$ cat src/rtl/ps2_keyboard_rx.sv
// PS/2 keyboard receiver with glitch-filtered clock, frame decoder, E0/F0
// prefix tracking and an event FIFO.
//
// Ports:
//   clk, reset            - system clock, asynchronous active-high reset
//   ps2_clk, ps2_data     - raw asynchronous PS/2 lines
//   out_valid, out_ready  - FIFO head handshake (pop on valid & ready)
//   out_code              - scan code at FIFO head
//   out_break, out_ext    - head entry was preceded by F0 / E0
//   parity_err, frame_err - single-cycle error pulses (timeout uses frame_err)
//   overflow              - single-cycle pulse when an entry is dropped
//   fifo_count            - current FIFO occupancy
module ps2_keyboard_rx #(
   parameter int unsigned FILTER_CYCLES  = 8,
   parameter int unsigned TIMEOUT_CYCLES = 4095,
   parameter int unsigned FIFO_AW        = 3
) (
   input  logic               clk,
   input  logic               reset,
   input  logic               ps2_clk,
   input  logic               ps2_data,
   output logic               out_valid,
   input  logic               out_ready,
   output logic [7:0]         out_code,
   output logic               out_break,
   output logic               out_ext,
   output logic               parity_err,
   output logic               frame_err,
   output logic               overflow,
   output logic [FIFO_AW:0]   fifo_count
);

   localparam int unsigned FW    = $clog2(FILTER_CYCLES + 1);
   localparam int unsigned TW    = $clog2(TIMEOUT_CYCLES + 1);
   localparam int unsigned DEPTH = 1 << FIFO_AW;

   typedef enum logic [1:0] {IDLE, DATA, PARITY, STOP} state_t;

   // Synchronisers and clock filter
   logic [1:0]    clk_s;
   logic [1:0]    dat_s;
   logic          filt_clk;
   logic [FW-1:0] fcnt;
   logic          fall;

   always_ff @(posedge clk or posedge reset) begin
      if (reset) begin
         clk_s    <= 2'b11;
         dat_s    <= 2'b11;
         filt_clk <= 1'b1;
         fcnt     <= '0;
         fall     <= 1'b0;
      end else begin
         clk_s <= {clk_s[0], ps2_clk};
         dat_s <= {dat_s[0], ps2_data};
         fall  <= 1'b0;
         if (clk_s[1] != filt_clk) begin
            if (fcnt == FW'(FILTER_CYCLES - 1)) begin
               filt_clk <= clk_s[1];
               fcnt     <= '0;
               // old level 1 means this change is a falling edge
               fall     <= filt_clk;
            end else begin
               fcnt <= fcnt + 1'b1;
            end
         end else begin
            fcnt <= '0;
         end
      end
   end

   // Frame decoder
   state_t        state;
   logic [2:0]    bit_cnt;
   logic [7:0]    shreg;
   logic          par_bit;
   logic [TW-1:0] tcnt;
   logic          ext_pend;
   logic          brk_pend;
   logic          push_req;
   logic [9:0]    push_data;
   logic          par_ok;
   logic          stop_ok;

   assign par_ok  = ^{shreg, par_bit};
   assign stop_ok = dat_s[1];

   always_ff @(posedge clk or posedge reset) begin
      if (reset) begin
         state      <= IDLE;
         bit_cnt    <= '0;
         shreg      <= '0;
         par_bit    <= 1'b0;
         tcnt       <= '0;
         ext_pend   <= 1'b0;
         brk_pend   <= 1'b0;
         parity_err <= 1'b0;
         frame_err  <= 1'b0;
         push_req   <= 1'b0;
         push_data  <= '0;
      end else begin
         parity_err <= 1'b0;
         frame_err  <= 1'b0;
         push_req   <= 1'b0;
         if (state != IDLE && !fall && tcnt == TW'(TIMEOUT_CYCLES - 1)) begin
            state     <= IDLE;
            tcnt      <= '0;
            frame_err <= 1'b1;
            ext_pend  <= 1'b0;
            brk_pend  <= 1'b0;
         end else begin
            if (state != IDLE)
               tcnt <= fall ? '0 : tcnt + 1'b1;
            if (fall) begin
               case (state)
                  IDLE: begin
                     if (!dat_s[1]) begin
                        state   <= DATA;
                        bit_cnt <= '0;
                        tcnt    <= '0;
                     end
                  end
                  DATA: begin
                     shreg   <= {dat_s[1], shreg[7:1]};
                     bit_cnt <= bit_cnt + 1'b1;
                     if (bit_cnt == 3'd7)
                        state <= PARITY;
                  end
                  PARITY: begin
                     par_bit <= dat_s[1];
                     state   <= STOP;
                  end
                  STOP: begin
                     state      <= IDLE;
                     tcnt       <= '0;
                     parity_err <= ~par_ok;
                     frame_err  <= ~stop_ok;
                     if (par_ok && stop_ok) begin
                        if (shreg == 8'hE0) begin
                           ext_pend <= 1'b1;
                        end else if (shreg == 8'hF0) begin
                           brk_pend <= 1'b1;
                        end else begin
                           push_req  <= 1'b1;
                           push_data <= {shreg, brk_pend, ext_pend};
                           ext_pend  <= 1'b0;
                           brk_pend  <= 1'b0;
                        end
                     end else begin
                        ext_pend <= 1'b0;
                        brk_pend <= 1'b0;
                     end
                  end
                  default: state <= IDLE;
               endcase
            end
         end
      end
   end

   // Event FIFO
   logic [9:0]         mem [DEPTH];
   logic [FIFO_AW-1:0] wr_ptr;
   logic [FIFO_AW-1:0] rd_ptr;
   logic               full;
   logic               pop;
   logic               push_ok;
   logic [9:0]         head;

   assign out_valid = (fifo_count != '0);
   assign full      = (fifo_count == (FIFO_AW+1)'(DEPTH));
   assign pop       = out_valid & out_ready;
   // a push into a full FIFO is fine when the same cycle frees a slot
   assign push_ok   = push_req & (~full | pop);
   assign head      = mem[rd_ptr];
   assign out_code  = out_valid ? head[9:2] : '0;
   assign out_break = out_valid & head[1];
   assign out_ext   = out_valid & head[0];

   always_ff @(posedge clk) begin
      if (push_ok)
         mem[wr_ptr] <= push_data;
   end

   always_ff @(posedge clk or posedge reset) begin
      if (reset) begin
         wr_ptr     <= '0;
         rd_ptr     <= '0;
         fifo_count <= '0;
         overflow   <= 1'b0;
      end else begin
         overflow <= push_req & full & ~pop;
         if (push_ok)
            wr_ptr <= wr_ptr + 1'b1;
         if (pop)
            rd_ptr <= rd_ptr + 1'b1;
         case ({push_ok, pop})
            2'b10:   fifo_count <= fifo_count + 1'b1;
            2'b01:   fifo_count <= fifo_count - 1'b1;
            default: fifo_count <= fifo_count;
         endcase
      end
   end

endmodule

$ cat config.mk
export PLATFORM = sky130hd
export DESIGN_NAME = ps2_keyboard_rx
export DESIGN_NICKNAME = d
export VERILOG_FILES = /design/src/rtl/ps2_keyboard_rx.sv
export SDC_FILE = /design/constraint.sdc
export NUM_CORES = 1
export LEC_CHECK = 0
export ABC_AREA = 0
export BUFFER_PORTS_ARGS = -buffer_cell sky130_fd_sc_hd__buf_2
export CORE_AREA = 3 3 137 139
export DETAILED_ROUTE_END_ITERATION = 10
export DIE_AREA = 0 0 140 142
export HOLD_SLACK_MARGIN = 0.05
export SLEW_MARGIN = 20
export SYNTH_ARGS = -nofsm -noshare
export SYNTH_HDL_FRONTEND = slang
export SYNTH_SLANG_ARGS = --single-unit
$ cat constraint.sdc
create_clock -name clk -period 2.42 [get_ports clk]
set_input_delay 0.484 -clock clk [delete_from_list [all_inputs] [get_ports clk]]
set_output_delay 0.484 -clock clk [all_outputs]
set_load 0.01 [all_outputs]
==> summary.txt, run 1 <==
Outcome
  • Status: complete, no violations

Layout
  • Layout cells sized above 1: 0.268
  • Antenna Cells: 0
  • Nets: 495
  • Layout fillers: 1648
  • Util after Layout: 0.414
  • Post-Layout Inst Area: 7370 um2
  • Area Growth Syn to Fin: 19.4%

Synth
  • Net count after synthesis: 443
  • Synth warn: 0
  • Mux share of post-synthesis cell area: 0.135
  • Ys flop type: edfxtp_1
  • Post-synthesis compound-gate area fraction: 0.0448
  • Post-synth EDFFs: 80
  • Biggest area consumer among synthesized cells: edfxtp_1
  • Post-synthesis adder-cell area fraction: 0.0316
  • Yosys top cell area share: 0.389
  • Cells after synthesis: 423
  • Sequential fraction of the synthesis area: 0.642
  • Seq cells post-synth: 142
  • Average cell area after synthesis: 14.6 um2
  • Synth Cell Area: 6170 um2
  • Top cells by count, synth: 80 x edfxtp_1, 57 x dfrtp_1, 47 x nor2_1
  • Most instantiated library cell after synthesis: edfxtp_1
  • Post-Synth Simple-Gate Area: 0.0870
  • Synth area leaders: edfxtp_1 39%, dfrtp_1 23%, mux4_2 7.3%
  • Main combinational cell family by area after synthesis: multiplexers
  • Area share of xor/xnor cells in the synthesized design: 0.0395
  • Ys async rst share: 0.437
  • Yosys cell types: 51

Worst hold path
  • Hold Path Sink: dat_s[0]
  • WHS Path Cells: 1
  • Min-delay src: ps2_data
  • Worst hold-check path type: primary input to flip-flop

Clocking
  • Clock buffer depth: 2
  • Cts bufs inserted: 17
  • Root Buffer: clkbuf_16
  • CTS clock-pin slew for the worst setup and hold paths: 0.06 ns
  • CTS tree: built
  • Worst-skew pair later-pin latency: 0.42 ns
  • Clock sink count: 142
  • # H-tree levels: 4

Route
  • Post-route DRC: 0
  • DR vias/cell: 4.85
  • WL per Instance: 15.7 um
  • Iteration-0 DRC Markers: 245
  • Drt pass-1 iters: 4
  • WL final: 11200 um
  • Antenna-violating nets left: 0
  • Vias post-DR: 3481

Pwr
  • Sw Pwr: 0.00170 W
  • Switching part of the total power: 0.260
  • Reg power frac: 0.426
  • Comb power frac: 0.191
  • P_int: 0.00483 W
  • Peak supply drop: 0.551 mV
  • Clock network fraction of total power: 0.383
  • Power density over cell area: 886 nW/um2
  • Pleak: 3.19 nW

Global routing
  • Global route overflow: 0
  • Vias in the first global route: 3636
  • Largest net degree at the start of global routing: 51
  • First-pass GRT wire length: 18900 um
  • Initial antenna violation count: 0
  • Gr usage total: 0.123

Setup path
  • Reg2reg path depth: 6
  • Crit-path slowest cell: mux4_2
  • Critical path fanouts, max: 10
  • CP required: 1.94 ns
  • Reg2Reg Launch Point: shreg[3]
  • Worst Path Arrival: 1.93 ns
  • R2r setup slk: 0.15 ns
  • Top delay family on crit path: multiplexers
  • Critical setup path kind: flip-flop to output port
  • Worst Setup Start Kind: flip-flop
  • Crit end category: output port
  • Worst path cell trace: buf_12 -> mux4_2 -> mux2i_2 -> nor2_1 -> buf_2
  • CP startpoint: rd_ptr[0]
  • Worst stage delay on the critical path: 0.52 ns
  • FF-to-FF End: push_data[0]
  • Buf/Inv on CP: 2

STA
  • F_max: 415 MHz
  • Worst clock skew: 0.0128 ns
  • Fin crit period: 2.41 ns
  • Worst-Margin Slew: 0.999 ns
  • RSZ-0062 raised after global routing: yes
  • Slew Limit Fails: 0
  • Fin. Hold Viols: 0
  • Relative slew slack: 0.332
  • Endpoints failing setup: 0
  • Part of the cycle the worst path needs: 0.996

Floorplanning
  • Height of the die: 142 um
  • Core ar.: 17800 um2
  • Io pins: 23
  • Die Area: 19900 um2
  • Starting Density: 0.347
  • Die W: 140 um
  • Num rows: 49

Placement
  • Buffers on Ports: 22
  • DP HPWL: 7360 um
  • Placer Congestion: 0.841
  • Dpl cell area: 6710 um2

Run
  • Max-Cap Viols: 0
-- metal layers --
layer  up-vias  global-route usage  share of wire
li1       1669                   -              -
met1      1742               0.152           0.44
met2        64               0.207           0.51
met3         6              0.0417          0.037
met4         0              0.0382         0.0078
met5         -                   0              0
-- cell families after synthesis --
| logic type | count (synthesis) |
|---|---|
| adder cells (fa/ha/maj) | 15 |
| AO/OA/AOI/OAI | 42 |
| XOR/XNOR | 24 |
| buffers and inverters | 31 |
| multiplexers | 53 |
| AND/OR/NAND/NOR | 116 |
| flip-flops | 142 |
-- worst max-delay path by stage --
stage	cells past startpoint	end
global placement	11	fifo_count[3]
global route	5	out_break
finish	5	out_break
floorplan	11	fifo_count[3]
detailed placement	11	fifo_count[3]
CTS	5	out_break
-- registers in the layout, indices dropped and copies added, names as in the netlist, 2 cells and up --
signal,flops
shreg,8
tcnt,12
fcnt,4
push_data,10
bit_cnt,3
mem,80
dat_s,2
fifo_count,4
clk_s,2
rd_ptr,3
state,2
wr_ptr,3
-- power by group through the flow --
stage | Combinational (W) | Clock (W) | Sequential, W
floorplan | 0.000809 | 0 | 0.00279
global placement | 0.00117 | 0 | 0.00280
detailed placement | 0.00118 | 0 | 0.00280
CTS | 0.00129 | 0.00257 | 0.00277
global route | 0.00137 | 0.00267 | 0.00280
finish | 0.00124 | 0.00250 | 0.00278
-- metrics by stage --
| step | setup slack, ns | hold WS (ns) | total power, W | std cells | setup TNS [ns] |
|---|---|---|---|---|---|
| 6_report | 0.00963 | 0.165 | 0.00653 | 717 | 0 |
| 5_1_grt | -0.105 | 0.146 | 0.00685 | 717 | -0.367 |
| 4_1_cts | -0.0376 | 0.145 | 0.00662 | 716 | -0.146 |
| 3_5_place_dp | 0.0848 | 0.347 | 0.00398 | 681 | 0 |
| 3_3_place_gp | 0.132 | 0.346 | 0.00396 | 681 | 0 |
| 2_1_floorplan | 0.0734 | 0.345 | 0.00360 | 423 | 0 |
-- worst register-to-register path, cell delays in order, from the launching register on --
cell     delay [ns]
dfrtp_1        0.41
xor2_1         0.18
xnor3_2        0.57
mux2i_1        0.19
a211o_1        0.36
buf_12         0.16
mux2_4         0.29
-- layout make-up --
| cell class | count | area [um2] | share of cell area |
|---|---|---|---|
| Sequential cell | 142 | 3960 | 0.538 |
| Multi-Input combinational cell | 250 | 2110 | 0.287 |
| Clock buffer | 19 | 433 | 0.0588 |
| Timing Repair Buffer | 48 | 370 | 0.0503 |
| Tap cell | 229 | 287 | 0.0389 |
| Clock inverter | 13 | 140 | 0.0190 |
| Inverter | 16 | 60.1 | 0.00815 |
-- layout by cell type (no fill, tap or decap), drive strengths merged, types with 2 or more instances in the layout --
| cell | n |
|---|---|
| a21o | 3 |
| a21oi | 13 |
| a31oi | 3 |
| a32oi | 2 |
| and2 | 2 |
| buf | 47 |
| bufinv | 2 |
| clkbuf | 19 |
| clkinv | 8 |
| dfrtp | 57 |
| dfstp | 5 |
| edfxtp | 80 |
| ha | 14 |
| inv | 19 |
| mux2 | 18 |
| mux2i | 15 |
| mux4 | 20 |
| nand2 | 27 |
| nand2b | 4 |
| nand3 | 4 |
| nand3b | 2 |
| nand4 | 5 |
| nor2 | 48 |
| nor2b | 6 |
| nor3 | 9 |
| nor3b | 3 |
| nor4 | 2 |
| o21ai | 8 |
| xnor2 | 15 |
| xor2 | 8 |
-- repair_timing --
item,in CTS,in global routing
resized for setup,3,5
buffers inserted,1,2
hold buffers,1,0
gates cloned,1,0
endpoints found under the setup margin,3,10
hold endpoints to repair,12,0
Power figures use the tool's default switching activity.
==> run 2: changes to the inputs <==
Settings changed: CTS_BUF_LIST from default to sky130_fd_sc_hd__clkbuf_4 sky130_fd_sc_hd__clkbuf_8, CTS_CLUSTER_SIZE from default to 8.
==> run 2 against run 1 <==
Effect of this change: the flow now finishes with violations (negative setup slack); global-route usage down 0.15 points; core utilization is 0.80 points lower; power is 8.7% lower; first-iteration DRC count down 29%; count of clock-buffer cells in the layout is the same; non-clock buffer count up 2; die area stayed put; clock power down 26%.
==> summary.txt, run 2 (synthesis gave the netlist of run 1 again) <==
Pwr
  • Clock network fraction of total power: 0.309
  • Power density over cell area: 825 nW/um2
  • Total power: 0.00596 W
  • Sw Pwr: 0.00164 W
  • Peak supply drop: 0.442 mV
  • Pleak: 3.13 nW
  • Reg power frac: 0.466
  • Switching part of the total power: 0.275
  • P_int: 0.00432 W
  • Comb power frac: 0.225

Route
  • Post-route DRC: 0
  • Iteration-0 DRC Markers: 174
  • DR vias/cell: 4.86
  • Drt pass-1 iters: 4
  • Vias post-DR: 3491
  • WL final: 11300 um
  • WL per Instance: 15.7 um
  • Antenna-violating nets left: 0

Setup path
  • Crit end category: output port
  • Worst path cell trace: buf_12 -> mux4_2 -> mux2i_1 -> nor2_1 -> buf_2
  • R2r setup slk: 0.14 ns
  • Worst stage delay on the critical path: 0.51 ns
  • Worst Setup Start Kind: flip-flop
  • Crit-path slowest cell: mux4_2
  • Top delay family on crit path: multiplexers
  • Critical setup path kind: flip-flop to output port
  • Critical path fanouts, max: 11
  • Worst Path Arrival: 1.94 ns
  • Buf/Inv on CP: 2
  • CP required: 1.94 ns

Placement
  • Dpl cell area: 6710 um2
  • DP HPWL: 7360 um
  • Buffers on Ports: 22
  • Placer Congestion: 0.841

Layout
  • Layout cells sized above 1: 0.276
  • Register area: 3960 um2
  • Largest Register: mem
  • Regs by FF count: mem (80), tcnt (12), push_data (10)
  • Largest register FFs: 80
  • Multi-input logic area: 2110 um2
  • Commonest non-fill, non-tap cell in the layout: edfxtp_1
  • Layout fillers: 1670
  • Antenna Cells: 0
  • Area Growth Syn to Fin: 17.1%
  • Post-Layout Inst Area: 7220 um2
  • Most frequent cells in the layout: 80 x edfxtp_1, 55 x dfrtp_1, 47 x nor2_1
  • Nets: 497

Global routing
  • Vias in the first global route: 3627
  • Initial antenna violation count: 0
  • First-pass GRT wire length: 18700 um
  • Gr usage total: 0.122
  • Largest net degree at the start of global routing: 51
  • Global route overflow: 0

STA
  • Relative slew slack: 0.356
  • Worst clock skew: 0.0126 ns
  • Fin crit period: 2.42 ns
  • Worst setup margin: -0.000592 ns
  • Endpoints failing setup: 1
  • F_max: 413 MHz
  • Worst hold slack: 0.148 ns
  • Worst-Margin Slew: 0.962 ns
  • Slew Limit Fails: 0
  • Fin. Hold Viols: 0
  • RSZ-0062 raised after global routing: yes
  • Part of the cycle the worst path needs: 1.00

Clocking
  • Clock sink count: 142
  • Clock buffer depth: 2
  • Root Buffer: clkbuf_8
  • CTS tree: built
  • # H-tree levels: 4
  • Cts bufs inserted: 17
  • Worst-skew pair later-pin latency: 0.44 ns
  • CTS clock-pin slew for the worst setup and hold paths: 0.08 ns

Outcome
  • Status: finished with violations
  • Failing checks: negative setup slack

Run
  • Max-Cap Viols: 0

Floorplanning
  • Core ar.: 17800 um2
  • Num rows: 49
  • Io pins: 23
  • Die W: 140 um
  • Height of the die: 142 um
  • Starting Density: 0.347
  • Die Area: 19900 um2

Worst hold path
  • Worst hold-check path type: primary input to flip-flop
[run 2: cell count changes in the layout (fill, tap and decap cells not counted)]
| cell | previous run | this run |
|---|---|---|
| clkbuf_4 | 0 | 2 |
| buf_16 | 0 | 2 |
| clkbuf_16 | 17 | 0 |
| clkbuf_1 | 2 | 0 |
| clkbuf_8 | 0 | 17 |
| buf_12 | 5 | 4 |
| buf_4 | 20 | 21 |
[run 2: metal layers]
metal  share of wire  vias up  wire, um  track usage
li1                -     1670         -            -
met1            0.44     1754      4990        0.150
met2            0.51       55      5790        0.207
met3           0.034       12       383       0.0346
met4           0.011        0       122       0.0413
met5               0        -         0            0
[run 2: repair_timing]
action	CTS	global route
hold endpoints to repair	12	0
endpoints found under the setup margin	10	11
gates cloned	2	0
hold buffers	1	0
resized for setup	3	6
setup buffers	3	0
[run 2: worst paths after layout]
| kind | start | end | cells after the start |
|---|---|---|---|
| hold reg to reg | clk_s[0] | clk_s[1] | 0 |
| setup reg to reg | shreg[3] | push_data[1] | 6 |
| setup / recovery | rd_ptr[0] | out_break | 5 |
| max in group asynchronous | reset | filt_clk | 4 |
| hold / removal | ps2_clk | clk_s[0] | 1 |
| min in group asynchronous | reset | fifo_count[3] | 3 |
[run 2: layout make-up]
cell class                      instances  area share
Clock buffer                           19      0.0345
Clock inverter                         13      0.0194
Inverter                               16     0.00831
Multi-Input combinational cell        250       0.293
Sequential cell                       142       0.548
Tap cell                              229      0.0397
Timing Repair Buffer                   50      0.0572
[run 2: power groups by stage]
stage	Clock [W]	Sequential (W)	Combinational [W]
after floorplan	0	0.00279	0.000809
after global placement	0	0.00280	0.00117
after detailed placement	0	0.00280	0.00118
after CTS	0.00190	0.00276	0.00137
after global routing	0.00200	0.00279	0.00147
final	0.00184	0.00278	0.00134
[run 2: worst register-to-register path, stage by stage, from the launching register on]
cell	delay, ns
dfrtp_1	0.42
xor2_1	0.18
xnor3_2	0.57
mux2i_1	0.19
a211o_1	0.36
buf_12	0.16
mux2_4	0.29
[run 2: through the flow]
| stage | utilization | worst slack, ns | setup TNS, ns | instances |
|---|---|---|---|---|
| finish | 0.406 | -0.000592 | -0.000592 | 719 |
| global route | 0.406 | -0.113 | -0.910 | 719 |
| CTS | 0.405 | -0.0498 | -0.339 | 719 |
| detailed placement | 0.377 | 0.0848 | 0 | 681 |
| global placement | 0.377 | 0.132 | 0 | 681 |
| floorplan | - | 0.0734 | 0 | 423 |
